==> config.mk <==
export PLATFORM = sky130hd
export DESIGN_NAME = block_mm_scheduler_flat
export DESIGN_NICKNAME = d
export VERILOG_FILES = /design/src/rtl/block_mm_scheduler_pkg.sv /design/src/rtl/block_mm_scheduler_if.sv /design/src/rtl/block_mm_scheduler_tile_index_counter.sv /design/src/rtl/block_mm_scheduler.sv /design/src/flat_wrapper.sv
export SDC_FILE = /design/constraint.sdc
export NUM_CORES = 1
export LEC_CHECK = 0
export CORE_UTILIZATION = 41
export DETAILED_ROUTE_END_ITERATION = 8
export HOLD_SLACK_MARGIN = 0.15
export PLACE_DENSITY = 0.84
export SLEW_MARGIN = 30
export SYNTH_ARGS = -nofsm -noshare
export SYNTH_HDL_FRONTEND = slang
export SYNTH_SLANG_ARGS = --single-unit
==> constraint.sdc <==
create_clock -name clk -period 4.2 [get_ports clk]
set_input_delay 1.26 -clock clk [delete_from_list [all_inputs] [get_ports clk]]
set_output_delay 1.26 -clock clk [all_outputs]
set_load 0.005 [all_outputs]
==> src/rtl/block_mm_scheduler_pkg.sv <==
// ---------------------------------------------------------------------------
// block_mm_scheduler_pkg
// Shared definitions for the tiled matrix-multiply scheduler and the engines
// it sequences (tile loader, MAC array, store_block).
//   - default geometry (N, Tn), origin width, address-space limit
//   - sched_state_t: scheduler FSM encoding
//   - index slot numbering for the i/j/k tile counters
//   - idx_width(): counter width for NB tiles per dimension
// ---------------------------------------------------------------------------
package block_mm_scheduler_pkg;

    localparam int N_DEFAULT  = 16;
    localparam int TN_DEFAULT = 4;
    localparam int ORIG_W     = 8;     // tile origins live in an 8-bit address space
    localparam int ADDR_SPACE = 256;

    // Slot numbers of the three tile indices in the counter arrays
    localparam int IDX_I  = 0;
    localparam int IDX_J  = 1;
    localparam int IDX_K  = 2;
    localparam int NUM_IDX = 3;

    typedef enum logic [2:0] {
        IDLE,
        LD_REQ,
        LD_WAIT,
        MAC_REQ,
        MAC_WAIT,
        ST_REQ,
        ST_WAIT,
        FIN
    } sched_state_t;

    // Width of a tile index counter; never zero so NB == 1 still elaborates.
    function automatic int idx_width(input int nb);
        return (nb > 1) ? $clog2(nb) : 1;
    endfunction

endpackage

==> src/rtl/block_mm_scheduler_if.sv <==
// ---------------------------------------------------------------------------
// block_mm_scheduler_if
// Control bundle between the scheduler and its environment.
//   start/busy/done          : run request and status
//   ld_*                     : tile loader strobe, A/B tile origins, completion
//   mac_start/acc_clr/mac_done: MAC array strobe, overwrite flag, completion
//   st_*                     : store_block strobe, C tile origin, completion
// master: the scheduler side.  slave: the engines / host side.
// ---------------------------------------------------------------------------
interface block_mm_scheduler_if;
    import block_mm_scheduler_pkg::*;

    logic              start;
    logic              busy;
    logic              done;

    logic              ld_start;
    logic [ORIG_W-1:0] ld_a_row;
    logic [ORIG_W-1:0] ld_a_col;
    logic [ORIG_W-1:0] ld_b_row;
    logic [ORIG_W-1:0] ld_b_col;
    logic              ld_done;

    logic              mac_start;
    logic              acc_clr;
    logic              mac_done;

    logic              st_start;
    logic [ORIG_W-1:0] st_row;
    logic [ORIG_W-1:0] st_col;
    logic              st_done;

    modport master (
        input  start, ld_done, mac_done, st_done,
        output busy, done,
        output ld_start, ld_a_row, ld_a_col, ld_b_row, ld_b_col,
        output mac_start, acc_clr,
        output st_start, st_row, st_col
    );

    modport slave (
        output start, ld_done, mac_done, st_done,
        input  busy, done,
        input  ld_start, ld_a_row, ld_a_col, ld_b_row, ld_b_col,
        input  mac_start, acc_clr,
        input  st_start, st_row, st_col
    );

endinterface

==> src/rtl/block_mm_scheduler_tile_index_counter.sv <==
// ---------------------------------------------------------------------------
// block_mm_scheduler_tile_index_counter
// Nested tile indices: k innermost, then j, then i (row-major C tiles).
// Ports:
//   clk, rst   : clock, asynchronous active-high reset
//   clr_i      : zero all indices (start of a run)
//   inc_k_i    : advance k (caller guarantees k is not last)
//   inc_ij_i   : C tile finished: k=0 and advance j, carrying into i;
//                wraps to (0,0) after the final tile
//   idx_o[3]   : current i/j/k (slots IDX_I/IDX_J/IDX_K)
//   last_o[3]  : index equals NB-1
// clr_i has priority over inc_ij_i, which has priority over inc_k_i.
// ---------------------------------------------------------------------------
module block_mm_scheduler_tile_index_counter
    import block_mm_scheduler_pkg::*;
#(
    parameter int NB    = 4,
    parameter int IDX_W = 2
) (
    input  logic             clk,
    input  logic             rst,
    input  logic             clr_i,
    input  logic             inc_k_i,
    input  logic             inc_ij_i,
    output logic [IDX_W-1:0] idx_o  [NUM_IDX],
    output logic [NUM_IDX-1:0] last_o
);

    localparam logic [IDX_W-1:0] LAST_IDX = IDX_W'(NB - 1);

    logic [IDX_W-1:0] idx_q [NUM_IDX];
    logic [IDX_W-1:0] idx_d [NUM_IDX];
    logic [NUM_IDX-1:0] last;

    genvar gi;
    generate
        for (gi = 0; gi < NUM_IDX; gi++) begin : g_idx
            assign last[gi]  = (idx_q[gi] == LAST_IDX);
            assign idx_o[gi] = idx_q[gi];

            always_ff @(posedge clk or posedge rst) begin
                if (rst) begin
                    idx_q[gi] <= '0;
                end else begin
                    idx_q[gi] <= idx_d[gi];
                end
            end
        end
    endgenerate

    assign last_o = last;

    always_comb begin
        idx_d[IDX_I] = idx_q[IDX_I];
        idx_d[IDX_J] = idx_q[IDX_J];
        idx_d[IDX_K] = idx_q[IDX_K];
        if (clr_i) begin
            idx_d[IDX_I] = '0;
            idx_d[IDX_J] = '0;
            idx_d[IDX_K] = '0;
        end else if (inc_ij_i) begin
            idx_d[IDX_K] = '0;
            if (last[IDX_J]) begin
                idx_d[IDX_J] = '0;
                idx_d[IDX_I] = last[IDX_I] ? '0 : idx_q[IDX_I] + 1'b1;
            end else begin
                idx_d[IDX_J] = idx_q[IDX_J] + 1'b1;
            end
        end else if (inc_k_i) begin
            idx_d[IDX_K] = idx_q[IDX_K] + 1'b1;
        end
    end

endmodule

==> src/rtl/block_mm_scheduler.sv <==
// ---------------------------------------------------------------------------
// block_mm_scheduler
// Sequencer for tiled C = A x B on N x N matrices with Tn x Tn tiles.
// For every C tile (i,j) and every k it requests a load of A(i,k)/B(k,j) and
// a MAC pass (acc_clr on k==0), then stores C(i,j). Owns no datapath.
// Ports:
//   clk      : clock, all state on posedge
//   rst      : asynchronous active-high reset
//   sched_if : block_mm_scheduler_if.master (handshakes, origins, status)
// Strobes are registered one-cycle pulses; origins are index*Tn decoded from
// the registered tile indices, so they hold from a REQ through its WAIT exit.
// ---------------------------------------------------------------------------
module block_mm_scheduler
    import block_mm_scheduler_pkg::*;
#(
    parameter int N  = N_DEFAULT,
    parameter int Tn = TN_DEFAULT
) (
    input  logic                   clk,
    input  logic                   rst,
    block_mm_scheduler_if.master   sched_if
);

    localparam int NB    = N / Tn;
    localparam int IDX_W = idx_width(NB);
    localparam logic [ORIG_W-1:0] TN_O = ORIG_W'(Tn);

    generate
        if (N % Tn != 0) begin : g_bad_tile
            $error("block_mm_scheduler: N must be a multiple of Tn");
        end
        if (N * N > ADDR_SPACE) begin : g_bad_size
            $error("block_mm_scheduler: N*N exceeds the 8-bit address space");
        end
    endgenerate

    sched_state_t       state_q;
    logic               ld_start_q;
    logic               mac_start_q;
    logic               acc_clr_q;
    logic               st_start_q;
    logic               busy_q;
    logic               done_q;

    logic [IDX_W-1:0]   idx [NUM_IDX];
    logic [NUM_IDX-1:0] last;
    logic [ORIG_W-1:0]  orig [NUM_IDX];
    logic               clr_idx;
    logic               inc_k;
    logic               inc_ij;

    // Index updates happen on the same edge the FSM leaves a WAIT state,
    // so the next REQ already sees the new indices.
    assign clr_idx = (state_q == IDLE)     && sched_if.start;
    assign inc_k   = (state_q == MAC_WAIT) && sched_if.mac_done && !last[IDX_K];
    assign inc_ij  = (state_q == ST_WAIT)  && sched_if.st_done;

    block_mm_scheduler_tile_index_counter #(
        .NB    (NB),
        .IDX_W (IDX_W)
    ) u_tile_index_counter (
        .clk      (clk),
        .rst      (rst),
        .clr_i    (clr_idx),
        .inc_k_i  (inc_k),
        .inc_ij_i (inc_ij),
        .idx_o    (idx),
        .last_o   (last)
    );

    // (NB-1)*Tn <= N-Tn < 256, so the 8-bit product never wraps.
    genvar gi;
    generate
        for (gi = 0; gi < NUM_IDX; gi++) begin : g_orig
            assign orig[gi] = ORIG_W'(idx[gi]) * TN_O;
        end
    endgenerate

    always_ff @(posedge clk or posedge rst) begin
        if (rst) begin
            state_q     <= IDLE;
            ld_start_q  <= 1'b0;
            mac_start_q <= 1'b0;
            acc_clr_q   <= 1'b0;
            st_start_q  <= 1'b0;
            busy_q      <= 1'b0;
            done_q      <= 1'b0;
        end else begin
            // Strobes default low: each is raised only on entry to its state.
            ld_start_q  <= 1'b0;
            mac_start_q <= 1'b0;
            acc_clr_q   <= 1'b0;
            st_start_q  <= 1'b0;
            done_q      <= 1'b0;
            case (state_q)
                IDLE: begin
                    if (sched_if.start) begin
                        state_q    <= LD_REQ;
                        ld_start_q <= 1'b1;
                        busy_q     <= 1'b1;
                    end
                end
                LD_REQ: begin
                    state_q <= LD_WAIT;
                end
                LD_WAIT: begin
                    if (sched_if.ld_done) begin
                        state_q     <= MAC_REQ;
                        mac_start_q <= 1'b1;
                        acc_clr_q   <= (idx[IDX_K] == '0);
                    end
                end
                MAC_REQ: begin
                    state_q <= MAC_WAIT;
                end
                MAC_WAIT: begin
                    if (sched_if.mac_done) begin
                        if (last[IDX_K]) begin
                            state_q    <= ST_REQ;
                            st_start_q <= 1'b1;
                        end else begin
                            state_q    <= LD_REQ;
                            ld_start_q <= 1'b1;
                        end
                    end
                end
                ST_REQ: begin
                    state_q <= ST_WAIT;
                end
                ST_WAIT: begin
                    if (sched_if.st_done) begin
                        if (last[IDX_I] && last[IDX_J]) begin
                            state_q <= FIN;
                            done_q  <= 1'b1;
                        end else begin
                            state_q    <= LD_REQ;
                            ld_start_q <= 1'b1;
                        end
                    end
                end
                FIN: begin
                    state_q <= IDLE;
                    busy_q  <= 1'b0;
                end
                default: begin
                    state_q <= IDLE;
                    busy_q  <= 1'b0;
                end
            endcase
        end
    end

    assign sched_if.ld_start  = ld_start_q;
    assign sched_if.mac_start = mac_start_q;
    assign sched_if.acc_clr   = acc_clr_q;
    assign sched_if.st_start  = st_start_q;
    assign sched_if.busy      = busy_q;
    assign sched_if.done      = done_q;

    assign sched_if.ld_a_row  = orig[IDX_I];
    assign sched_if.ld_a_col  = orig[IDX_K];
    assign sched_if.ld_b_row  = orig[IDX_K];
    assign sched_if.ld_b_col  = orig[IDX_J];
    assign sched_if.st_row    = orig[IDX_I];
    assign sched_if.st_col    = orig[IDX_J];

endmodule

==> src/flat_wrapper.sv <==
// flat-port wrapper written by rule: the top's interface ports become plain ports
module block_mm_scheduler_flat import block_mm_scheduler_pkg::*;
#(
    parameter int N  = N_DEFAULT,
    parameter int Tn = TN_DEFAULT
)
  (clk, rst, sched_if_start, sched_if_ld_done, sched_if_mac_done, sched_if_st_done, sched_if_busy, sched_if_done, sched_if_ld_start, sched_if_ld_a_row, sched_if_ld_a_col, sched_if_ld_b_row, sched_if_ld_b_col, sched_if_mac_start, sched_if_acc_clr, sched_if_st_start, sched_if_st_row, sched_if_st_col);
  block_mm_scheduler_if sched_if_i ();
  input  logic clk;
  input  logic rst;
  input wire logic [$bits(sched_if_i.start)-1:0] sched_if_start;
  input wire logic [$bits(sched_if_i.ld_done)-1:0] sched_if_ld_done;
  input wire logic [$bits(sched_if_i.mac_done)-1:0] sched_if_mac_done;
  input wire logic [$bits(sched_if_i.st_done)-1:0] sched_if_st_done;
  output wire logic [$bits(sched_if_i.busy)-1:0] sched_if_busy;
  output wire logic [$bits(sched_if_i.done)-1:0] sched_if_done;
  output wire logic [$bits(sched_if_i.ld_start)-1:0] sched_if_ld_start;
  output wire logic [$bits(sched_if_i.ld_a_row)-1:0] sched_if_ld_a_row;
  output wire logic [$bits(sched_if_i.ld_a_col)-1:0] sched_if_ld_a_col;
  output wire logic [$bits(sched_if_i.ld_b_row)-1:0] sched_if_ld_b_row;
  output wire logic [$bits(sched_if_i.ld_b_col)-1:0] sched_if_ld_b_col;
  output wire logic [$bits(sched_if_i.mac_start)-1:0] sched_if_mac_start;
  output wire logic [$bits(sched_if_i.acc_clr)-1:0] sched_if_acc_clr;
  output wire logic [$bits(sched_if_i.st_start)-1:0] sched_if_st_start;
  output wire logic [$bits(sched_if_i.st_row)-1:0] sched_if_st_row;
  output wire logic [$bits(sched_if_i.st_col)-1:0] sched_if_st_col;
  assign sched_if_i.start = sched_if_start;
  assign sched_if_i.ld_done = sched_if_ld_done;
  assign sched_if_i.mac_done = sched_if_mac_done;
  assign sched_if_i.st_done = sched_if_st_done;
  assign sched_if_busy = sched_if_i.busy;
  assign sched_if_done = sched_if_i.done;
  assign sched_if_ld_start = sched_if_i.ld_start;
  assign sched_if_ld_a_row = sched_if_i.ld_a_row;
  assign sched_if_ld_a_col = sched_if_i.ld_a_col;
  assign sched_if_ld_b_row = sched_if_i.ld_b_row;
  assign sched_if_ld_b_col = sched_if_i.ld_b_col;
  assign sched_if_mac_start = sched_if_i.mac_start;
  assign sched_if_acc_clr = sched_if_i.acc_clr;
  assign sched_if_st_start = sched_if_i.st_start;
  assign sched_if_st_row = sched_if_i.st_row;
  assign sched_if_st_col = sched_if_i.st_col;
  block_mm_scheduler #(.N(N), .Tn(Tn)) u_core (.clk(clk), .rst(rst), .sched_if(sched_if_i));
endmodule
Word level (Yosys, flattened, before mapping)
Cells that the tools add are included.
W data, S select, Z words.

word-level totals
  bits in registers = 15

cells by class
  add/subtract/negate cells = 3
  equal/unequal tests = 14
  multiplexer cells = 32
  reduce and logical (&&, ||, !) cells = 15

operators with widths
  kind                   count
  $pmux W3 S8            1
  $mux W3                6
  $mux W1                16
  $eq A3 B3 Y1 const B   4
  $mux W2                5
  $ne A2 B2 Y1 const B   4
  $add A2 B1 Y2 const B  3
  $eq A2 B2 Y1 const B   3
  $eq A3 B2 Y1 const B   2
  $mux W6                1
  $reduce_bool A2 Y1     3
  $logic_and A1 B1 Y1    5
  $mux W4                1
  $reduce_and A2 Y1      2
  $reduce_and A4 Y1      1
  $eq A3 B1 Y1 const B   1
  $logic_not A3 Y1       1
  $pmux W1 S3            1
  $reduce_bool A3 Y1     1
  $logic_not A2 Y1       1
  $pmux W1 S2            1
  $logic_not A1 Y1       1

Logic depth before layout (Yosys ltp)
  depth after elaboration = 6
  gate-level depth with buffers = 4
  gate-level depth less buffers = 4

Hierarchy
From an unflattened synthesis, not the netlist that was laid out.

second synthesis, totals
  cells, all modules = 110
  area, all modules = 1076.0 um2

by module, submodules not included
  module                                 times used  cells an instance  area each (um2)
  block_mm_scheduler                     1           84                 764.5
  block_mm_scheduler_tile_index_counter  1           26                 311.5

Least setup slack after synthesis
No wires, ideal clock.

  kind = input to register
  from = input port sched_if_st_done
  to = register u_core.u_tile_index_counter.idx_q, in the netlist u_core.u_tile_index_counter.idx_o[4]
  arrival time = 1.936 ns
  data required time = 4.123 ns
  slack = 2.187 ns
  cell stages on the path = 3
  path buffers = 0
  cells stage by stage = nand4b_4 > or4_1 > a21oi_1

between the ends
  longest elaborated chain between the ends = 3

RTL lines
  element                              line                                         RTL
  start, declared                      flat_wrapper.sv:14                           input wire logic [$bits(sched_if_i.st_done)-1:0] sched_if_st_done;
  $logic_and A1 B1 Y1                  block_mm_scheduler.sv:56                     assign inc_ij = (state_q == ST_WAIT) && sched_if.st_done;
  $reduce_bool A2 Y1 (no source line)  --
  $reduce_and A2 Y1 (no source line)   --
  end signal, assigned by index        block_mm_scheduler_tile_index_counter.sv:45  idx_q[gi] <= idx_d[gi];
  end, declared                        block_mm_scheduler_tile_index_counter.sv:31  logic [IDX_W-1:0] idx_q [NUM_IDX];

No other way between the ends.
A chain may end at the register's enable or synchronous reset.

Final worst setup path
  from = register u_core.u_tile_index_counter.idx_q, in the netlist u_core.u_tile_index_counter.idx_o[0]
  to = output port sched_if_ld_b_row[2]

RTL lines
  element        line                RTL
  end, declared  flat_wrapper.sv:20  output wire logic [$bits(sched_if_i.ld_b_row)-1:0] sched_if_ld_b_row;

No word-level cell between the ends.

==> out/metrics.csv <==
stage,metric,value,unit
global_routing,initial antenna violation count,0,
timing,Tightest Pin Transition,587.2,ps
setup_path,cells on worst reg2reg path,4,
synth,Mean Syn Cell Area,9.278,sq um
timing,minimum clock period,2498,ps
synth,"FFs w/ async S/R, synth",100.0,%
synth,Mapped Area,0.001095,sq mm
place,port buffer count,23,
finish,post-layout instance area,0.001186,sq mm
routing,DRC violations left,0,
timing,Slew headroom,60.75,%
setup_path,Critical Path Stages,1,
clock_tree,Root Driver,clkbuf_4,
synth,"top cells by count, synth","buf_4, dfrtp_1, a21oi_1, inv_1",
setup_path,arrival time of the worst setup path,1240,ps
clock_tree,CTS Sinks,15,
timing,RSZ-0062 raised after global routing,false,
synth,Netlist cell types,29,
synth,"flops & latches, synth",15,
setup_path,worst-path cell chain,clkdlybuf4s50_1,
place,DP Area,0.001160,sq mm
setup_path,Worst path max stage delay,530,ps
clock_tree,deepest clock path buffer count,2,
finish,Util after Layout,47.45,%
finish,Nets,147,
clock_tree,"Reg clk slew, reported paths",90,ps
hold_path,type of the most critical hold path,reg -> reg,
timing,Final Setup Violations,0,
clock_tree,"Clk Latency, worst-skew pair",290,ps
routing,vias per inst,4.548,
synth,top-area cell type share of the netlist area,34.29,%
pwr,Pwr Total,512.9,uW
timing,Max Clk Rate,400.3,MHz
pwr,worst vdd ir,0.2235,mV
finish,Area Overhead vs Synth,8.343,%
setup_path,CP Capture Type,primary output,
outcome,run status,finished clean,
setup_path,"Req. time, crit path",2940,ps
clock_tree,post-CTS setup buffer count,0,
synth,cell count after synthesis,118,
timing,setup TNS,0,ps
global_routing,Overflow after GRT,0,
synth,largest cells by area after synthesis,"dfrtp_1, buf_4, ha_1",
synth,Yosys top cell by area,dfrtp_1,
synth,share of the yosys chip area belonging to registers,34.29,%
floorplan,initial core utilization,43.79,%
setup_path,Buf/Inv on CP,1,
floorplan,Die X-Extent,53.68,um
place,post-DP HPWL,1.413,mm
synth,Main synth FF type,dfrtp_1,
routing,"wirelength, routed",1.727,mm
timing,final hold vios,0,
routing,Wirelength per Cell,10.40,um
timing,fin crit share,59.49,%
floorplan,I/O pin count,60,
setup_path,Setup crit start kind,flip-flop,
floorplan,core area,0.002500,sq mm
clock_tree,CTS tree,yes,
timing,Clock Skews,10.04,ps
hold_path,hold depth,2,
global_routing,pin count of the biggest net entering global routing,16,
clock_tree,# hold bufs at CTS,0,
routing,DR vias,755,
clock_tree,H-tree Lvls,1,
floorplan,# rows,18,
setup_path,kind of critical path,reg -> out,
timing,"Slew Viols, Final",0,
global_routing,vias in the first global route,636,
clock_tree,CTS Buf Count,3,
finish,ANT cells,0,
setup_path,cell family with most CP delay,buffers and inverters,
pwr,Pleak,0.5881,nW
clock_tree,post-CTS resize count,0,
synth,number of flops mapped to enable cells by yosys,0,
synth,synth warn,0,
routing,drt pass-1 iters,4,
global_routing,Total Routing Usage GR,12.74,%
pwr,Pwr per Cell Area,432.4,mW/mm^2
job,Max Cap Viol,0,
routing,post-route ant nets,0,
place,gpl congestion,0.8407,
setup_path,worst-path fanout max,5,
floorplan,die area,0.002881,sq mm
finish,layout cells sized above 1,4.412,%
global_routing,first-pass GRT wire length,2.635,mm
synth,most frequent cell after synthesis,buf_4,
floorplan,Die Ht,53.68,um
setup_path,Slowest cell on crit path,clkdlybuf4s50_1,
routing,Initial DRC Count,10,
-- logic make-up after synthesis --
logic type / after synthesis / share of synthesized area (%)
buf+inv: 51 / 32.91
other cells: 1 / 0.3425
compound gates: 20 / 10.74
flops: 15 / 34.29
fa+ha+maj: 4 / 4.572
mux: 1 / 0.9143
xor+xnor: 1 / 0.8001
simple gates: 25 / 15.43
-- layout make-up --
| class | instances | area (sq um) |
|---|---|---|
| well taps | 30 | 37.54 |
| fillers | 242 | 1314 |
| clock buffers | 4 | 26.28 |
| inverters | 7 | 26.28 |
| multi-input cells | 87 | 490.5 |
| flip-flops and latches | 15 | 375.4 |
| repair buffers | 23 | 230.2 |
-- worst paths after layout --
| path | startpoint | to | slack [ps] |
|---|---|---|---|
| worst max register to register | u_core.u_tile_index_counter.idx_o[2] | u_core.u_tile_index_counter.idx_o[4] | 2670 |
| min in group asynchronous | rst | u_core.state_q[1] | 1320 |
| worst min-delay path | u_core.sched_if.busy | u_core.sched_if.busy | 530 |
| max in group asynchronous | rst | u_core.sched_if.ld_start | 2500 |
| worst max-delay path | u_core.u_tile_index_counter.idx_o[0] | sched_if_ld_b_row[2] | 1700 |
| worst min register to register | u_core.sched_if.busy | u_core.sched_if.busy | 530 |
-- routing by layer --
layer	GRT usage (%)	vias up	wire, um
li1	-	348	-
met1	12.93	361	644
met2	24.69	43	921
met3	2.542	3	130
met4	5.263	0	30
met5	0	-	0
-- where the power goes --
| group | internal [mW] | switching (mW) | total, mW |
|---|---|---|---|
| clock | 0.0370 | 0.0469 | 0.0839 |
| combinational | 0.115 | 0.0785 | 0.194 |
| sequential | 0.179 | 0.0560 | 0.235 |
-- registers in the layout, summed over array words and instances, names as in the netlist --
register / cells
u_core.sched_if.ld_start: 1
u_core.state_q: 3
u_core.u_tile_index_counter.idx_o: 6
u_core.sched_if.done: 1
u_core.sched_if.acc_clr: 1
u_core.sched_if.busy: 1
u_core.sched_if.mac_start: 1
u_core.sched_if.st_start: 1
-- stage by stage --
stage	cells	setup WS (ps)	hold WS, ps
after global routing	166	1628	574.1
after detailed placement	162	1516	518.3
after CTS	166	1681	533.8
after floorplan	153	2187	489.8
final	166	1702	527.9
after global placement	162	1587	489.8
-- worst register-to-register path, delay by kind of cell (launching register included) --
family          cells  cell delay, ps
compound gates      1             170
fa+ha+maj           1             270
buf+inv             1             100
flops               1             420
simple gates        1             500
-- placed cells by master, fill, tap and decap left out --
cell / count
a211o_1: 1
a211oi_1: 1
a21boi_0: 1
a21oi_1: 8
a22o_1: 1
a311oi_1: 1
and2_1: 1
and4bb_2: 1
clkbuf_1: 1
clkbuf_4: 3
clkdlybuf4s50_1: 23
conb_1: 36
dfrtp_1: 15
ha_1: 4
inv_1: 7
mux2i_1: 1
nand2_1: 6
nand2b_1: 2
nand3_1: 2
nand4b_4: 1
nand4bb_1: 1
nor2_1: 4
nor2b_1: 2
nor4b_2: 1
o21ai_0: 6
o22ai_1: 1
or2b_1: 1
or3_1: 2
or4_1: 1
xor2_1: 1
Power figures use the tool's default switching activity.
